[config.mk]
export PLATFORM = sky130hd
export DESIGN_NAME = map_ss_engine
export DESIGN_NICKNAME = d
export VERILOG_FILES = /design/src/rtl/map_ss_engine.sv
export SDC_FILE = /design/constraint.sdc
export NUM_CORES = 1
export LEC_CHECK = 0
export BUFFER_PORTS_ARGS = -buffer_cell sky130_fd_sc_hd__clkbuf_2
export CAP_MARGIN = 30
export CORE_ASPECT_RATIO = 1.2
export CORE_UTILIZATION = 45
export CTS_BUF_LIST = sky130_fd_sc_hd__clkbuf_8 sky130_fd_sc_hd__clkbuf_16
export DETAILED_ROUTE_END_ITERATION = 16
export PLACE_DENSITY = 0.76
export SLEW_MARGIN = 20
export SYNTH_ARGS = -nofsm -noshare
export SYNTH_HDL_FRONTEND = slang
export SYNTH_SLANG_ARGS = --single-unit
[constraint.sdc]
create_clock -name clk -period 2.05 [get_ports clk]
set_input_delay 0.1025 -clock clk [delete_from_list [all_inputs] [get_ports clk]]
set_output_delay 0.1025 -clock clk [all_outputs]
set_load 0.03 [all_outputs]
[src/rtl/map_ss_engine.sv]
// Mapper save-state engine: snapshots mapper registers to a buffer (save) or restores them (load).
// Optional post-load readback verify pass is enabled by defining MAP_SS_VERIFY_EN.
module map_ss_engine #(
    parameter int unsigned REG_CNT = 128
) (
    input  logic       clk,
    input  logic       rst,
    input  logic       start_save,
    input  logic       start_load,
    output logic       busy,
    output logic       done,
    output logic       ss_act,
    output logic       ss_we,
    output logic [7:0] ss_addr,
    output logic       m2,
    output logic [7:0] ss_wdat,
    input  logic [7:0] ss_rdat,
    output logic [7:0] mem_addr,
    output logic [7:0] mem_wdat,
    output logic       mem_we,
    input  logic [7:0] mem_rdat,
    output logic       err,
    output logic [7:0] err_addr
);
    localparam int unsigned AW = 8;
    localparam logic [AW-1:0] LAST_SAVE = AW'(REG_CNT - 1);
    // map_idx (top register) is read-only, so load and verify stop one short
    localparam logic [AW-1:0] LAST_LOAD = AW'(REG_CNT - 2);

    typedef enum logic [3:0] {
        IDLE, DONE, S_SET, S_HI, S_LO, L_FET, L_SET, L_HI, L_LO
`ifdef MAP_SS_VERIFY_EN
        , V_FET, V_SET, V_HI, V_LO
`endif
    } state_t;

    state_t        state_q, state_d;
    logic [AW-1:0] idx_q, idx_d;
    logic          busy_q, busy_d;
    logic          done_q, done_d;
    logic          ss_we_q, ss_we_d;
    logic [AW-1:0] ss_addr_q, ss_addr_d;
    logic          m2_q, m2_d;
    logic [7:0]    wdat_q, wdat_d;
    logic          mem_we_q, mem_we_d;
    logic [AW-1:0] mem_addr_q, mem_addr_d;
    logic [7:0]    mem_wdat_q, mem_wdat_d;

    // State and registered outputs
    always_ff @(posedge clk) begin
        if (rst) begin
            state_q    <= IDLE;
            idx_q      <= '0;
            busy_q     <= 1'b0;
            done_q     <= 1'b0;
            ss_we_q    <= 1'b0;
            ss_addr_q  <= '0;
            m2_q       <= 1'b0;
            wdat_q     <= '0;
            mem_we_q   <= 1'b0;
            mem_addr_q <= '0;
            mem_wdat_q <= '0;
        end else begin
            state_q    <= state_d;
            idx_q      <= idx_d;
            busy_q     <= busy_d;
            done_q     <= done_d;
            ss_we_q    <= ss_we_d;
            ss_addr_q  <= ss_addr_d;
            m2_q       <= m2_d;
            wdat_q     <= wdat_d;
            mem_we_q   <= mem_we_d;
            mem_addr_q <= mem_addr_d;
            mem_wdat_q <= mem_wdat_d;
        end
    end

    // Next-state sequencing
    always_comb begin
        state_d = state_q;
        idx_d   = idx_q;
        unique case (state_q)
            IDLE: begin
                if (start_save) begin
                    state_d = S_SET;
                    idx_d   = '0;
                end else if (start_load) begin
                    state_d = L_FET;
                    idx_d   = '0;
                end
            end
            S_SET: state_d = S_HI;
            S_HI:  state_d = S_LO;
            S_LO: begin
                if (idx_q == LAST_SAVE) begin
                    state_d = DONE;
                end else begin
                    state_d = S_SET;
                    idx_d   = idx_q + AW'(1);
                end
            end
            L_FET: state_d = L_SET;
            L_SET: state_d = L_HI;
            L_HI:  state_d = L_LO;
            L_LO: begin
                if (idx_q == LAST_LOAD) begin
`ifdef MAP_SS_VERIFY_EN
                    state_d = V_FET;
                    idx_d   = '0;
`else
                    state_d = DONE;
`endif
                end else begin
                    state_d = L_FET;
                    idx_d   = idx_q + AW'(1);
                end
            end
`ifdef MAP_SS_VERIFY_EN
            V_FET: state_d = V_SET;
            V_SET: state_d = V_HI;
            V_HI:  state_d = V_LO;
            V_LO: begin
                if (idx_q == LAST_LOAD) begin
                    state_d = DONE;
                end else begin
                    state_d = V_FET;
                    idx_d   = idx_q + AW'(1);
                end
            end
`endif
            DONE:    state_d = IDLE;
            default: state_d = IDLE;
        endcase
    end

    // Outputs decoded from the upcoming state so they register in step with it
    always_comb begin
        busy_d     = !(state_d inside {IDLE, DONE});
        done_d     = (state_d == DONE);
        m2_d       = (state_d inside {S_HI, L_HI
`ifdef MAP_SS_VERIFY_EN
                                      , V_HI
`endif
                                      });
        ss_we_d    = (state_d inside {L_SET, L_HI, L_LO});
        ss_addr_d  = busy_d ? idx_d : ss_addr_q;
        mem_addr_d = busy_d ? idx_d : mem_addr_q;
        mem_we_d   = (state_d == S_LO);
        mem_wdat_d = mem_we_d ? ss_rdat : mem_wdat_q;
        // Buffer data arrives in L_SET; pass it through then hold through L_LO
        wdat_d     = (state_q == L_SET) ? mem_rdat : wdat_q;
    end

`ifdef MAP_SS_VERIFY_EN
    logic          err_q, err_d;
    logic [AW-1:0] err_addr_q, err_addr_d;

    always_ff @(posedge clk) begin
        if (rst) begin
            err_q      <= 1'b0;
            err_addr_q <= '0;
        end else begin
            err_q      <= err_d;
            err_addr_q <= err_addr_d;
        end
    end

    // Sticky first-mismatch capture, cleared by an accepted start
    always_comb begin
        err_d      = err_q;
        err_addr_d = err_addr_q;
        if (state_q == IDLE && (start_save || start_load)) begin
            err_d      = 1'b0;
            err_addr_d = '0;
        end else if (state_q == V_LO && !err_q && ss_rdat != mem_rdat) begin
            err_d      = 1'b1;
            err_addr_d = idx_q;
        end
    end

    assign err      = err_q;
    assign err_addr = err_addr_q;
`else
    assign err      = 1'b0;
    assign err_addr = '0;
`endif

    assign busy     = busy_q;
    assign ss_act   = busy_q;
    assign done     = done_q;
    assign ss_we    = ss_we_q;
    assign ss_addr  = ss_addr_q;
    assign m2       = m2_q;
    assign ss_wdat  = wdat_d;
    assign mem_we   = mem_we_q;
    assign mem_addr = mem_addr_q;
    assign mem_wdat = mem_wdat_q;

endmodule

==> results of run 1 <==
[cell type report]
class                   instances  share of cell area (%)
multi-input cells             157                    41.9
flip-flops and latches         41                    34.1
repair buffers                 72                    16.8
well taps                      56                    2.91
clock buffers                   5                    2.86
inverters                       5                   0.779
clock inverters                 3                   0.623
[path summary, 6_finish.rpt]
check                                              start                       end  slack, ps  depth (start not counted)
worst max register to register     state_q[1]$_SDFF_PP0_  mem_addr[5]$_SDFFE_PP0N_        120                          5
worst min register to register  mem_wdat[4]$_SDFFE_PP0P_  mem_wdat[4]$_SDFFE_PP0P_        460                          2
worst min-delay path                          ss_rdat[4]  mem_wdat[4]$_SDFFE_PP0P_         20                          3
worst max-delay path               state_q[3]$_SDFF_PP0_                ss_wdat[0]         60                          6
[repair_timing]
action,in CTS,in global routing
resized for setup,5,2
cloned,0,0
endpoints found under the setup margin,13,5
pin swaps,0,0
hold endpoints to repair,0,0
[per-stage QoR]
step | cell area [um^2] | hold WS (ps) | setup TNS (ps)
floorplan | 2030 | 239 | 0
global route | 2410 | 25.9 | -4.66
global placement | 2310 | 325 | -23.1
finish | 2410 | 24.0 | 0
detailed placement | 2310 | 334 | -225
CTS | 2400 | 19.5 | 0
[worst max-delay path: cells and delay by family (launching register included)]
kind,cells,cell delay [ps]
flops,1,320
simple gates,2,400
mux,1,350
buf+inv,3,530
[logic make-up (layout without fill, tap and decap cells)]
logic type,Yosys count,after routing
flip-flops,41,41
AO/OA/AOI/OAI,47,47
buffers and inverters,34,85
adder cells (fa/ha/maj),2,2
multiplexers,13,13
AND/OR/NAND/NOR,84,84
XOR/XNOR,2,2
other,1,9
[metal layers]
metal  share of wire (%)  vias to the layer above  global-route usage, %
li1                    -                      873                      -
met3                 4.9                       10                   4.24
met4                 2.0                        0                   9.30
met5                   0                        -                      0
met2                  50                       60                   31.8
met1                  43                      775                   20.5
[registers in the layout, indices dropped and copies added, names as in the netlist]
register	count
idx_q	8
mem_addr	8
mem_wdat	8
wdat_q	8
state_q	4
busy	1
done	1
m2	1
mem_we	1
ss_we	1
[cell usage in the layout (no fill, tap or decap), drive strengths merged, types with 2 or more instances in the layout]
master and instances:
buf 16, a22oi 2, and2 9, a211oi 2
or2 2, mux2 13, o31ai 3, nand3 5
o21ai 10, a31oi 6, nand2 22, conb 9
nor2 11, xnor2 2, nor3b 2, or4 2
nand2b 2, o211ai 2, clkbuf 61, nor3 6
a211o 2, nand3b 2, a21oi 16, inv 7
dfxtp 41, ha 2, or3 4, nor2b 9
[where the power goes]
part | switching, mW | total (mW) | leakage (nW) | internal [mW]
clock | 0.267 | 0.498 | 0.0467 | 0.231
combinational | 0.321 | 0.508 | 0.688 | 0.187
sequential | 0.0329 | 0.872 | 0.333 | 0.840
==> impl_metrics.env, run 1 <==
export IMPL_finalWorstSetupSlack_ps=62.8
export IMPL_cpMaxStageDelayCell="mux2_2"
export IMPL_worstMarginPinSlew_ps=565
export IMPL_hp_class="in -> reg"
export IMPL_clockBufferDepth=2
export IMPL_io_buffer_count=57
export IMPL_core_area_um2=4260
export IMPL_cp_end_kind="primary output"
export IMPL_slew_viol_final=0
export IMPL_crit_arrival_ps=1880
export IMPL_io_pins=67
export IMPL_gr_usage_all_layers_pct=18.0
export IMPL_clk_latency_ps=290
export IMPL_slowest_delay_ps=350
export IMPL_first_global_vias=1527
export IMPL_power_mw=1.88
export IMPL_syn_area_um2=2000
export IMPL_clkTransAtPathRegs_ps=80
export IMPL_layout_cells_non_filler=339
export IMPL_cp_start_kind="flop"
export IMPL_yosys_area_share_simple_pct=23.0
export IMPL_register_area_um2=822
export IMPL_leakage_nw=1.07
export IMPL_ys_flop_type="dfxtp_1"
export IMPL_postRouteAntennaNets=0
export IMPL_dieArea_um2=4720
export IMPL_rows=26
export IMPL_synth_seq_cells=41
export IMPL_cts_sinks=41
export IMPL_yosys_area_top_type="dfxtp_1"
export IMPL_syn_inst=224
export IMPL_fin_crit_sh_pct=96.9
export IMPL_synth_top_cell_area_share_pct=41.1
export IMPL_initial_core_util_pct=46.9
export IMPL_yosys_warnings=0
export IMPL_postCtsHoldBufs=0
export IMPL_fin_crit_ps=1990
export IMPL_viasPerCell=5.07
export IMPL_dp_hpwl_um=3020
export IMPL_grt_ovfl_total=0
export IMPL_yosysUniqueCellTypes=46
export IMPL_post_place_ws_ps=-52.1
export IMPL_diodes=0
export IMPL_crit_path_cell_trace="buf_4 > nand2b_4 > nor3b_2 > buf_6 > mux2_2 > clkbuf_2"
export IMPL_grt_pass1_wl_um=6590
export IMPL_slew_headroom_pct=62.3
export IMPL_yosys_area_share_xor_xnor_pct=0.876
export IMPL_grt_max_degree=29
export IMPL_final_nets=304
export IMPL_synth_async_reset_ratio_pct=0
export IMPL_worstPathRequired_ps=1950
export IMPL_worstPathMaxFanout=13
export IMPL_synth_adder_area_share_pct=1.25
export IMPL_grt_antenna_before_repair=0
export IMPL_cts_buffers=5
export IMPL_place_congestion=0.893
export IMPL_area_growth_syn_to_layout_pct=20.5
export IMPL_hold_violations=0
export IMPL_multiInputGateArea_um2=1010
export IMPL_cts_tree="done"
export IMPL_synth_area_mux_share_pct=8.26
export IMPL_clockRootBuffer="clkbuf_8"
export IMPL_setup_violations=0
export IMPL_p_per_area_nw_per_um2=780
export IMPL_synth_compound_area_share_pct=14.9
export IMPL_first_pass_iters=4
export IMPL_synth_top_family_by_area="simple AND/OR/NAND/NOR gates"
export IMPL_postCtsSetupBuffers=0
export IMPL_utilization_pct=56.5
export IMPL_synth_edf_count=0
export IMPL_ir_drop_uv=540
export IMPL_die_h_um=75.0
export IMPL_timing_fmax_mhz=503
export IMPL_status="finished, final reports clean"
export IMPL_drcViolationCount=0
export IMPL_via_count=1718
export IMPL_crit_type="reg -> out"
export IMPL_dp_cells=331
export IMPL_drv_cap=0
export IMPL_drt_iter0_markers=51
export IMPL_fillers=397
export IMPL_synth_area_leaders="dfxtp_1 (41%), buf_4 (6.8%), mux2_2 (4.5%)"
export IMPL_avgSynthCellArea_um2=8.93
export IMPL_synth_seq_area_share_pct=41.1
export IMPL_yosys_top_cells_count="dfxtp_1 (41), nand2_1 (22), buf_4 (18), a21oi_1 (16), nor2_1 (10)"
export IMPL_die_w_um=62.9
export IMPL_synth_most_common_cell="dfxtp_1"
export IMPL_drive_above_1_share_pct=35.0
export IMPL_htree_levels=2
export IMPL_finalClockSkew_ps=10.1
export IMPL_totalWireLength_um=4180
export IMPL_wl_per_cell_um=12.3
No activity file was read; power rests on OpenSTA's default activity.
==> run 2, diff against run 1 <==
- clock period: 2.05 -> 1.8 ns (I/O delays scaled with it)
==> run 2 against run 1 <==
- the run now ends with setup timing left
- sequential power rose by 13%
- routed wire length rose by 11%
- flip-flop and latch count did not move
- final cell count rose by 6.2%
- utilization rose by 6.8 points
- count of clock-buffer cells in the layout did not move
- sequential share of layout area fell by 3.5 points
- combinational power rose by 37%
- power rose by 19%
- global-route usage rose by 1.8 points
- clock skew fell by 4.7 ps
==> impl_metrics.env, run 2 (synthesis gave the netlist of run 1 again) <==
export IMPL_status="complete, but fails checks"
export IMPL_worstHoldStart="ss_rdat[4]"
export IMPL_dp_hpwl_um=3320
export IMPL_cts_buffers=5
export IMPL_grt_antenna_before_repair=0
export IMPL_worstPathMaxFanout=6
export IMPL_crit_type="reg -> reg"
export IMPL_clkTransAtPathRegs_ps=70
export IMPL_internal_power_mw=1.51
export IMPL_drt_iter0_markers=73
export IMPL_totalWireLength_um=4630
export IMPL_r2r_start="state_q[1]$_SDFF_PP0_"
export IMPL_cp_start_kind="flop"
export IMPL_power_mw=2.24
export IMPL_fin_crit_ps=1970
export IMPL_reg2regPathDepth=6
export IMPL_via_count=1854
export IMPL_finalWorstSetupSlack_ps=-167
export IMPL_utilization_pct=63.3
export IMPL_slew_viol_final=0
export IMPL_first_pass_iters=4
export IMPL_grt_ovfl_total=0
export IMPL_comb_power_share_pct=31.1
export IMPL_grtUsageMet3_pct=5.15
export IMPL_hold_path_end="mem_wdat[4]$_SDFFE_PP0P_"
export IMPL_min_path_cells=3
export IMPL_postRouteAntennaNets=0
export IMPL_worstMarginPinSlew_ps=814
export IMPL_viasPerCell=5.15
export IMPL_dp_cells=349
export IMPL_worstReg2RegEnd="mem_addr[6]$_SDFFE_PP0N_"
export IMPL_core_area_um2=4260
export IMPL_place_congestion=0.892
export IMPL_die_h_um=75.0
export IMPL_p_per_area_nw_per_um2=831
export IMPL_final_nets=325
export IMPL_first_global_vias=1659
export IMPL_clk_latency_ps=290
export IMPL_die_w_um=62.9
export IMPL_finalClockSkew_ps=5.38
export IMPL_drive_above_1_share_pct=40.5
export IMPL_cts_tree="done"
export IMPL_wl_per_cell_um=12.9
export IMPL_postCtsHoldBufs=0
export IMPL_crit_arrival_ps=2150
export IMPL_grt_util_met2_pct=33.7
export IMPL_p_seq_share_pct=44.2
export IMPL_violations="setup timing"
export IMPL_grt_max_degree=17
export IMPL_slew_headroom_pct=45.3
export IMPL_io_buffer_count=57
export IMPL_mostFrequentLayoutCells="clkbuf_2 (49), dfxtp_1 (37), buf_4 (33)"
export IMPL_rrSetupSlack_ps=-170
export IMPL_layout_cells_non_filler=360
export IMPL_drv_cap=0
export IMPL_timing_fmax_mhz=508
export IMPL_final_common_cell="clkbuf_2"
export IMPL_met1_usage_pct=24.2
export IMPL_busiest_layer="met2"
export IMPL_rsz0062_at_grt="true"
export IMPL_gr_usage_all_layers_pct=19.8
export IMPL_clockBufferDepth=2
export IMPL_hold_violations=0
export IMPL_io_pins=67
export IMPL_initial_core_util_pct=46.9
export IMPL_power_share_switching_pct=32.5
export IMPL_drcViolationCount=0
export IMPL_cp_end_kind="flop"
export IMPL_fillers=372
export IMPL_ir_drop_uv=538
export IMPL_switching_power_uw=727
export IMPL_dieArea_um2=4720
export IMPL_leakage_nw=1.22
export IMPL_clkPwrFrac_pct=24.7
export IMPL_setup_violations=18
export IMPL_hp_class="in -> reg"
export IMPL_clockRootBuffer="clkbuf_8"
export IMPL_grt_pass1_wl_um=7210
export IMPL_worstPathRequired_ps=1980
export IMPL_fin_crit_sh_pct=109
export IMPL_diodes=0
export IMPL_cts_sinks=41
export IMPL_rows=26
export IMPL_htree_levels=2
export IMPL_area_growth_syn_to_layout_pct=34.9
==> run 2: changes by cell type in the layout (fill, tap and decap cells not counted), sizes merged <==
cell      previous run  this run
buf                 16        44
clkbuf              61        54
inv                  7         8
clkinvlp             1         0
==> run 2: metrics by stage <==
step / cell area, um^2 / worst slack, ps / hold slack, ps / setup TNS (ps)
3_5_place_dp: 2450 / -203 / 319 / -1530
6_report: 2700 / -167 / 15.3 / -1220
4_1_cts: 2650 / -175 / 11.0 / -1920
3_3_place_gp: 2450 / -140 / 312 / -933
5_1_grt: 2700 / -211 / 11.1 / -2260
2_1_floorplan: 2030 / -129 / 226 / -1420
==> run 2: how the worst max path moves through the flow <==
stage | startpoint | to | depth (start not counted)
floorplan | state_q[0]$_SDFF_PP0_ | mem_addr[2]$_SDFFE_PP0N_ | 6
global placement | state_q[0]$_SDFF_PP0_ | mem_addr[5]$_SDFFE_PP0N_ | 6
detailed placement | state_q[0]$_SDFF_PP0_ | mem_addr[6]$_SDFFE_PP0N_ | 6
CTS | state_q[1]$_SDFF_PP0_ | mem_addr[6]$_SDFFE_PP0N_ | 6
global route | state_q[1]$_SDFF_PP0_ | mem_addr[6]$_SDFFE_PP0N_ | 6
finish | state_q[1]$_SDFF_PP0_ | mem_addr[6]$_SDFFE_PP0N_ | 6
==> run 2: routing by layer <==
metal	wire length, um	vias up	part of all wire, %
li1	-	914	-
met1	2000	862	43
met2	2330	70	50
met3	247	8	5.3
met4	55	0	1.2
met5	0	-	0
==> run 2: power by group through the flow <==
stage	clock [mW]	combinational [mW]	sequential (mW)
final	0.554	0.697	0.989
after global routing	0.611	0.739	0.995
after CTS	0.562	0.675	0.988
after detailed placement	0	0.644	1.01
after global placement	0	0.634	1.01
after floorplan	0	0.387	1.06
==> run 2: worst max-delay path, stage by stage (launching register included) <==
cell	delay (ps)
dfxtp_2	320
or4b_4	500
a221o_1	360
o211ai_2	90
or2_1	170
buf_12	130
mux2_4	290
==> run 2: timing repair <==
| action | 4_1_cts | 5_1_grt |
|---|---|---|
| resized for setup | 28 | 13 |
| endpoints found under the setup margin | 18 | 21 |
| setup buffers | 0 | 3 |
| pin swaps | 4 | 2 |
==> run 2: area by class of cell <==
type / count / area (um^2) / area share (%)
Inverter: 5 / 18.8 / 0.696
Clock inverter: 3 / 11.3 / 0.418
Multi-Input combinational cell: 157 / 1050 / 38.8
Sequential cell: 41 / 826 / 30.6
Tap cell: 56 / 70.1 / 2.60
Timing Repair Buffer: 93 / 656 / 24.3
Clock buffer: 5 / 68.8 / 2.55
==> run 3, diff against run 2 <==
- CORE_UTILIZATION: 45 -> 35
- PLACE_DENSITY: 0.76 -> 0.6
- clock period: 1.8 -> 2.1 ns (I/O delays scaled with it)
==> run 3 against run 2 <==
- the run ends with DRC left
- clock power is 9.9% lower
- die area is 28% higher
- combinational power is 29% lower
- clock skew hardly changed
- via count is 7.8% lower
- register-to-register slack better by 360 ps
- final area is 12% lower
- utilization is 19 points lower
- critical endpoint is now ss_wdat[4]
- largest power group unchanged
==> impl_metrics.env, run 3 (synthesis gave the netlist of run 1 again) <==
export IMPL_first_pass_iters=12
export IMPL_rsz0062_at_grt="false"
export IMPL_postRouteAntennaNets=0
export IMPL_final_common_cell="clkbuf_2"
export IMPL_postCtsHoldBufs=0
export IMPL_hp_class="in -> reg"
export IMPL_clockRootBuffer="clkbuf_8"
export IMPL_cts_tree="done"
export IMPL_finalWorstSetupSlack_ps=137
export IMPL_worstPathRequired_ps=2000
export IMPL_post_place_ws_ps=-22.7
export IMPL_dieArea_um2=6020
export IMPL_hold_violations=0
export IMPL_core_area_um2=5410
export IMPL_crit_path_cell_trace="buf_4 > nand2b_4 > nor3b_2 > buf_6 > mux2_2 > clkbuf_2"
export IMPL_wl_per_cell_um=12.5
export IMPL_htree_levels=2
export IMPL_fin_crit_sh_pct=93.5
export IMPL_die_w_um=71.0
export IMPL_slew_headroom_pct=55.7
export IMPL_cts_sinks=41
export IMPL_tns_ps=0
export IMPL_layout_cells_non_filler=341
export IMPL_diodes=0
export IMPL_rows=29
export IMPL_status="complete, but fails checks"
export IMPL_initial_core_util_pct=37.0
export IMPL_gr_usage_all_layers_pct=15.2
export IMPL_grt_pass1_wl_um=7310
export IMPL_ir_drop_uv=314
export IMPL_clk_latency_ps=290
export IMPL_fillers=569
export IMPL_cts_buffers=5
export IMPL_grt_max_degree=29
export IMPL_drcViolationCount=5
export IMPL_mostFrequentLayoutCells="clkbuf_2 (53), dfxtp_1 (40), nand2_1 (22)"
export IMPL_p_per_area_nw_per_um2=774
export IMPL_clkTransAtPathRegs_ps=80
export IMPL_io_buffer_count=57
export IMPL_worstMarginPinSlew_ps=656
export IMPL_crit_type="reg -> out"
export IMPL_final_nets=300
export IMPL_slew_viol_final=0
export IMPL_viasPerCell=5.01
export IMPL_cpMaxStageDelayCell="mux2_2"
export IMPL_grt_ovfl_total=0
export IMPL_drt_iter0_markers=93
export IMPL_dp_cells=333
export IMPL_area_growth_syn_to_layout_pct=19.2
export IMPL_violations="DRC"
export IMPL_worstPathMaxFanout=13
export IMPL_postCtsSetupBuffers=0
export IMPL_timing_fmax_mhz=509
export IMPL_first_global_vias=1612
export IMPL_cp_end_kind="primary output"
export IMPL_setup_violations=0
export IMPL_drv_cap=0
export IMPL_die_h_um=84.8
export IMPL_cp_start_kind="flop"
export IMPL_place_congestion=0.837
export IMPL_dp_hpwl_um=2980
export IMPL_grt_antenna_before_repair=0
export IMPL_crit_arrival_ps=1860
export IMPL_clockBufferDepth=2
export IMPL_finalClockSkew_ps=5.64
export IMPL_totalWireLength_um=4270
export IMPL_io_pins=67
export IMPL_slowest_delay_ps=350
export IMPL_via_count=1710
export IMPL_fin_crit_ps=1960
export IMPL_leakage_nw=1.05
export IMPL_drive_above_1_share_pct=34.1
[run 3: cell types whose count changed in the layout (fill, tap and decap cells not counted), sizes merged]
cell      before  now
inv            8    7
clkinvlp       0    1
clkbuf        54   58
buf           44   15
[run 3: worst max-delay path: cells and delay by family (launching register included)]
kind,cells,cell delay [ps]
AND/OR/NAND/NOR,2,390
multiplexers,1,350
buffers and inverters,3,510
flip-flops,1,310
[run 3: timing repair]
action | 4_1_cts | 5_1_grt
setup endpoints to repair | 13 | 8
pin swaps | 0 | 1
resized for setup | 2 | 7
[run 3: where the power goes]
group | total (mW) | internal (mW) | switching [mW]
clock | 0.499 | 0.226 | 0.273
combinational | 0.496 | 0.179 | 0.316
sequential | 0.851 | 0.819 | 0.0317
[run 3: cell type report]
class | count | area (um^2) | share of cell area [%]
Sequential cell | 41 | 822 | 34.5
Multi-Input combinational cell | 157 | 1010 | 42.4
Tap cell | 62 | 77.6 | 3.25
Clock buffer | 5 | 68.8 | 2.89
Inverter | 5 | 18.8 | 0.787
Timing Repair Buffer | 68 | 372 | 15.6
Clock inverter | 3 | 15.0 | 0.630
[run 3: stage by stage]
stage | power (mW) | hold slack [ps] | utilization (%) | instance area (um^2)
2_1_floorplan | 1.24 | 241 | - | 2030
3_3_place_gp | 1.35 | 328 | 42.3 | 2280
3_5_place_dp | 1.36 | 336 | 42.3 | 2280
4_1_cts | 1.87 | 17.9 | 43.9 | 2370
5_1_grt | 1.94 | 28.2 | 44.1 | 2380
6_report | 1.85 | 22.2 | 44.1 | 2380
[run 3: path summary, 6_finish.rpt]
check | startpoint | end | slack, ps | cells past startpoint
max | state_q[3]$_SDFF_PP0_ | ss_wdat[4] | 140 | 6
min | ss_rdat[4] | mem_wdat[4]$_SDFFE_PP0P_ | 20 | 3
max reg2reg | state_q[1]$_SDFF_PP0_ | mem_addr[6]$_SDFFE_PP0N_ | 190 | 5
min reg2reg | mem_wdat[7]$_SDFFE_PP0P_ | mem_wdat[7]$_SDFFE_PP0P_ | 460 | 2
[run 3: layer usage]
layer  wire [um]  up-vias  GRT usage, %
met5           0        -             0
met1        2010      794          19.0
met3         222        5          4.80
met4          43        0          5.27
met2        1990       48          24.7
li1            -      863             -
